==> config.mk <==
export PLATFORM = sky130hd
export DESIGN_NAME = irq_priority_sequencer
export DESIGN_NICKNAME = d
export VERILOG_FILES = /design/src/rtl/irq_priority_sequencer.sv
export SDC_FILE = /design/constraint.sdc
export NUM_CORES = 1
export LEC_CHECK = 0
export CORE_MARGIN = 4
export CORE_UTILIZATION = 40
export DETAILED_ROUTE_END_ITERATION = 8
export GPL_TIMING_DRIVEN = 0
export MAX_ROUTING_LAYER = met4
export PLACE_DENSITY_LB_ADDON = 0.3
export SKIP_LAST_GASP = 1
export SYNTH_ARGS = -nofsm -noshare
export SYNTH_HDL_FRONTEND = slang
export SYNTH_SLANG_ARGS = --single-unit
==> constraint.sdc <==
create_clock -name clk -period 2.36 [get_ports clk]
set_input_delay 0.472 -clock clk [delete_from_list [all_inputs] [get_ports clk]]
set_output_delay 0.472 -clock clk [all_outputs]
set_load 0.02 [all_outputs]
==> src/rtl/irq_priority_sequencer.sv <==
// Priority-interrupt front end: sticky A/B/C pending registers, per-channel enable
// masking, fixed-priority winner selection and a valid/ack grant handshake with timeout.

module irq_pend_level #(
   parameter int NCH = 9,
   parameter int CHW = 4
) (
   input  logic           clk,
   input  logic           rst,
   input  logic [NCH-1:0] req,
   input  logic [NCH-1:0] clr,
   input  logic [NCH-1:0] en,
   output logic           any,
   output logic [CHW-1:0] first
);
   logic [NCH-1:0] pend;
   logic [NCH-1:0] elig;

   // Set beats clear, so a request landing on its own retire edge survives.
   always_ff @(posedge clk) begin
      if (rst) pend <= '0;
      else     pend <= (pend & ~clr) | req;
   end

   assign elig = pend & en;
   assign any  = |elig;

   always_comb begin
      first = '0;
      for (int i = NCH-1; i >= 0; i--)
         if (elig[i]) first = CHW'(i);
   end
endmodule

module irq_priority_sequencer #(
   parameter int NCH     = 9,
   parameter int TIMEOUT = 64,
   parameter int CNTW    = 7
) (
   input  logic           clk,
   input  logic           rst,
   input  logic [NCH-1:0] en,
   input  logic [NCH-1:0] req_a,
   input  logic [NCH-1:0] req_b,
   input  logic [NCH-1:0] req_c,
   input  logic           irq_ack,
   input  logic           timeout_clr,
   output logic           irq_valid,
   output logic [3:0]     irq_chan,
   output logic [1:0]     irq_level,
   output logic           pa,
   output logic           pb,
   output logic           pc,
   output logic           busy,
   output logic           timeout_flag
);
   localparam int CHW = 4;
   localparam bit TO_EN = (TIMEOUT != 0);
   localparam logic [CNTW-1:0] TO_LAST = TO_EN ? CNTW'(TIMEOUT - 1) : '0;

   typedef enum logic {IDLE, WAIT_ACK} state_t;

   state_t                    state_q, state_d;
   logic [CHW-1:0]            chan_q, chan_d;
   logic [1:0]                lvl_q, lvl_d;
   logic [CNTW-1:0]           cnt_q, cnt_d;
   logic                      flag_q;
   logic                      set_to;

   logic [2:0][NCH-1:0]       req_all;
   logic [2:0][NCH-1:0]       clr_all;
   logic [2:0]                any_lvl;
   logic [2:0][CHW-1:0]       first_lvl;
   logic [CHW-1:0]            win_chan;
   logic [1:0]                win_lvl;

   assign req_all = {req_c, req_b, req_a};

   // Index 0 = level A, 1 = B, 2 = C.
   for (genvar l = 0; l < 3; l++) begin : g_lvl
      irq_pend_level #(.NCH(NCH), .CHW(CHW)) u_lvl (
         .clk   (clk),
         .rst   (rst),
         .req   (req_all[l]),
         .clr   (clr_all[l]),
         .en    (en),
         .any   (any_lvl[l]),
         .first (first_lvl[l])
      );
   end

   always_comb begin
      win_chan = '0;
      win_lvl  = 2'b00;
      if (any_lvl[0]) begin
         win_chan = first_lvl[0];
         win_lvl  = 2'b01;
      end else if (any_lvl[1]) begin
         win_chan = first_lvl[1];
         win_lvl  = 2'b10;
      end else if (any_lvl[2]) begin
         win_chan = first_lvl[2];
         win_lvl  = 2'b11;
      end
   end

   always_comb begin
      state_d = state_q;
      chan_d  = chan_q;
      lvl_d   = lvl_q;
      cnt_d   = cnt_q;
      set_to  = 1'b0;
      clr_all = '0;
      case (state_q)
         IDLE: begin
            if (|any_lvl) begin
               state_d = WAIT_ACK;
               chan_d  = win_chan;
               lvl_d   = win_lvl;
               cnt_d   = '0;
            end
         end
         WAIT_ACK: begin
            if (irq_ack) begin
               clr_all[lvl_q - 2'd1][chan_q] = 1'b1;
               state_d = IDLE;
               cnt_d   = '0;
            end else if (TO_EN && cnt_q == TO_LAST) begin
               // Abandon without clearing pending; the channel competes again.
               state_d = IDLE;
               cnt_d   = '0;
               set_to  = 1'b1;
            end else begin
               cnt_d = cnt_q + 1'b1;
            end
         end
         default: state_d = IDLE;
      endcase
   end

   always_ff @(posedge clk) begin
      if (rst) begin
         state_q <= IDLE;
         chan_q  <= '0;
         lvl_q   <= 2'b00;
         cnt_q   <= '0;
         flag_q  <= 1'b0;
      end else begin
         state_q <= state_d;
         chan_q  <= chan_d;
         lvl_q   <= lvl_d;
         cnt_q   <= cnt_d;
         flag_q  <= set_to | (flag_q & ~timeout_clr);
      end
   end

   assign irq_valid    = (state_q == WAIT_ACK);
   assign busy         = (state_q == WAIT_ACK);
   assign irq_chan     = chan_q;
   assign irq_level    = (state_q == WAIT_ACK) ? lvl_q : 2'b00;
   assign pa           = any_lvl[0];
   assign pb           = any_lvl[1];
   assign pc           = any_lvl[2];
   assign timeout_flag = flag_q;
endmodule

==> impl_metrics.env <==
export IMPL_syn2layout_area_growth_pct=30.9
export IMPL_status="completed"
export IMPL_ir_drop_mv=0.254
export IMPL_synth_nets=314
export IMPL_rsz0062_at_grt="false"
export IMPL_num_nets_final=371
export IMPL_via_per_inst=5.49
export IMPL_critical_path_class="primary input to output port"
export IMPL_dp_hpwl_mm=4.67
export IMPL_routed_wl_mm=6.14
export IMPL_synthFlopType="dfxtp_1"
export IMPL_yosysWarnings=0
export IMPL_die_area_um2=6720
export IMPL_synthTopCellsByArea="dfxtp_1, a21oi_1, o21ai_0"
export IMPL_synth_top_family_by_area="compound AO/OA/AOI/OAI gates"
export IMPL_die_y_um=82.0
export IMPL_cts_buffers=5
export IMPL_hold_path_class="flop to flop"
export IMPL_antenna_found_initial=0
export IMPL_whs_ns=0.470
export IMPL_routedWlPerCell_um=15.4
export IMPL_core_area_um2=5200
export IMPL_reg2reg_to="irq_chan[0]$_SDFFE_PP0P_"
export IMPL_worst_pin_slew_ns=0.538
export IMPL_synth_compound_area_share_pct=34.9
export IMPL_cts_sinks=42
export IMPL_drt_iter0_markers=170
export IMPL_required_ns=1.89
export IMPL_reg2reg_depth=8
export IMPL_r2r_slack_ns=0.15
export IMPL_gr_total_overflow=0
export IMPL_synthMuxAreaShare_pct=0
export IMPL_ys_seq_elements=42
export IMPL_yosysTopAreaCell="dfxtp_1"
export IMPL_yosys_cell_count_top_type="dfxtp_1"
export IMPL_drive_gt1_share_pct=12.1
export IMPL_reg2reg_from="g_lvl[1].u_lvl.pend[2]$_SDFF_PP0_"
export IMPL_grt_usage_pct=20.3
export IMPL_htreeDepth=2
export IMPL_slew_violations=0
export IMPL_p_leak_nw=1.14
export IMPL_syn_avg_cell_area_um2=8.02
export IMPL_synth_top_area_share_pct=38.4
export IMPL_drc=0
export IMPL_arrival_ns=1.83
export IMPL_ys_seq_area_share_pct=38.4
export IMPL_port_buffer_count=47
export IMPL_endpoint_kind="output port"
export IMPL_fmax_mhz=435
export IMPL_finClkSkew_ns=0.0112
export IMPL_synth_edf_count=0
export IMPL_first_global_vias=2057
export IMPL_synth_cell_types=48
export IMPL_startpoint_type="primary input"
export IMPL_dieWidth_um=82.0
export IMPL_post_synth_xor_area_fraction_pct=0
export IMPL_core_rowCount=26
export IMPL_start_util_pct=42.0
export IMPL_grt_start_max_net_pins=12
export IMPL_grt_pass1_wl_mm=9.97
export IMPL_synth_simple_area_share_pct=17.5
export IMPL_ant_nets=0
export IMPL_ctsLongestPathBuffers=2
export IMPL_clk_pin_slew_ns=0.07
export IMPL_first_pass_iters=4
export IMPL_placed_cell_area_um2=2750
export IMPL_synthAdderAreaFrac_pct=0.572
export IMPL_maxCapViolations=0
export IMPL_synth_commonest_cells="dfxtp_1, a21oi_1, o21ai_0, inv_1, nand2_1"
export IMPL_finalSetupTns_ns=0
export IMPL_min_period_over_period_pct=97.4
export IMPL_ios=52
export IMPL_place_gp_congestion=0.924
export IMPL_min_period_ns=2.30
export IMPL_fin_area_um2=2860
export IMPL_setup_violations=0
export IMPL_syn_inst=273
export IMPL_async_flop_share_pct=0
export IMPL_power_density_nw_per_um2=572
export IMPL_maxSlewHeadroom_pct=64.2
export IMPL_hold_viol_final=0
export IMPL_routed_via_count=2195
export IMPL_utilization_pct=55.0
export IMPL_cp_startpoint="en[5]"
export IMPL_insertion_delay_ns=0.30
export IMPL_power_total_mw=1.64
export IMPL_fillers=540
export IMPL_synth_area_um2=2190
export IMPL_crit_end="pb"
export IMPL_worstPathMaxFanout=6
export IMPL_n_antenna_cell=0
export IMPL_clockRootBuffer="clkbuf_8"
export IMPL_cts_tree="yes"
-- worst min-delay path by stage --
| stage | startpoint | endpoint | slack [ns] | depth (start not counted) |
|---|---|---|---|---|
| 2_1_floorplan | cnt_q[5]$_SDFFE_PP0P_ | cnt_q[5]$_SDFFE_PP0P_ | 0.44 | 1 |
| 3_3_place_gp | cnt_q[5]$_SDFFE_PP0P_ | cnt_q[5]$_SDFFE_PP0P_ | 0.46 | 1 |
| 3_5_place_dp | cnt_q[5]$_SDFFE_PP0P_ | cnt_q[5]$_SDFFE_PP0P_ | 0.47 | 1 |
| 4_1_cts | cnt_q[5]$_SDFFE_PP0P_ | cnt_q[5]$_SDFFE_PP0P_ | 0.48 | 1 |
| 5_1_grt | cnt_q[5]$_SDFFE_PP0P_ | cnt_q[5]$_SDFFE_PP0P_ | 0.51 | 1 |
| 6_report | cnt_q[5]$_SDFFE_PP0P_ | cnt_q[5]$_SDFFE_PP0P_ | 0.47 | 1 |
-- final cells by class --
cell class	instances	area [µm²]	share of cell area (%)
Clock buffer	7	76.3	2.66
Timing Repair Buffer	51	478	16.7
Sequential cell	42	841	29.4
Inverter	32	123	4.28
Tap cell	70	87.6	3.06
Buffer	10	65.1	2.27
Multi-Input combinational cell	188	1190	41.7
-- layer usage --
metal	up-vias	global-route usage (%)	part of all wire (%)
met5	-	-	0
met4	0	7.31	1.7
met3	9	4.28	7.0
met2	76	30.0	45
met1	1012	27.2	46
li1	1098	-	-
-- layout by cell type (no fill, tap or decap), drive strengths merged, types with 6 or more instances in the layout --
cell | synthesis | layout
clkbuf | 6 | 16
nand3 | 6 | 6
nand2 | 24 | 24
o21ai | 33 | 33
buf | 5 | 11
nor2 | 15 | 15
clkdlybuf4s50 | 0 | 38
inv | 32 | 32
dfxtp | 42 | 42
a22oi | 11 | 11
a21oi | 39 | 39
-- through the flow --
stage | instances | worst slack [ns]
after floorplan | 273 | 0.0395
after global placement | 390 | -0.806
after detailed placement | 390 | -0.796
after CTS | 400 | 0.000338
after global routing | 400 | 0.00352
final | 400 | 0.0613
-- worst max-delay path: stages --
cell and delay [ns]:
clkdlybuf4s15_2 0.24, a22o_4 0.25, or4_4 0.50, a21oi_4 0.17
inv_4 0.04, buf_4 0.15
-- logic make-up (layout without fill, tap and decap cells) --
logic type / after synthesis / count (layout)
adders and majority gates: 1 / 1
DFF: 42 / 42
AOI/OAI and AO/OA: 114 / 114
buffers and inverters: 43 / 100
and+or+nand+nor: 73 / 73
-- where the power goes --
part / leakage (nW) / internal (mW) / switching [mW]
Clock: 0.0383 / 0.204 / 0.234
Sequential: 0.349 / 0.755 / 0.0520
Combinational: 0.758 / 0.185 / 0.207
Total: 1.14 / 1.14 / 0.493
-- flip-flops by register name, summed over array words and instances, names as in the netlist --
register and cells:
g_lvl.u_lvl.pend 27, timeout_flag 1, lvl_q 2, irq_chan 4
busy 1, cnt_q 7
-- what timing repair did --
action | in CTS | in global routing
setup endpoints to repair | 12 | 9
pin swaps | 2 | 5
hold buffers | 0 | 0
hold endpoints to repair | 0 | 0
resized for setup | 30 | 12
buffers inserted | 4 | 0
No activity file was read; power rests on OpenSTA's default activity.
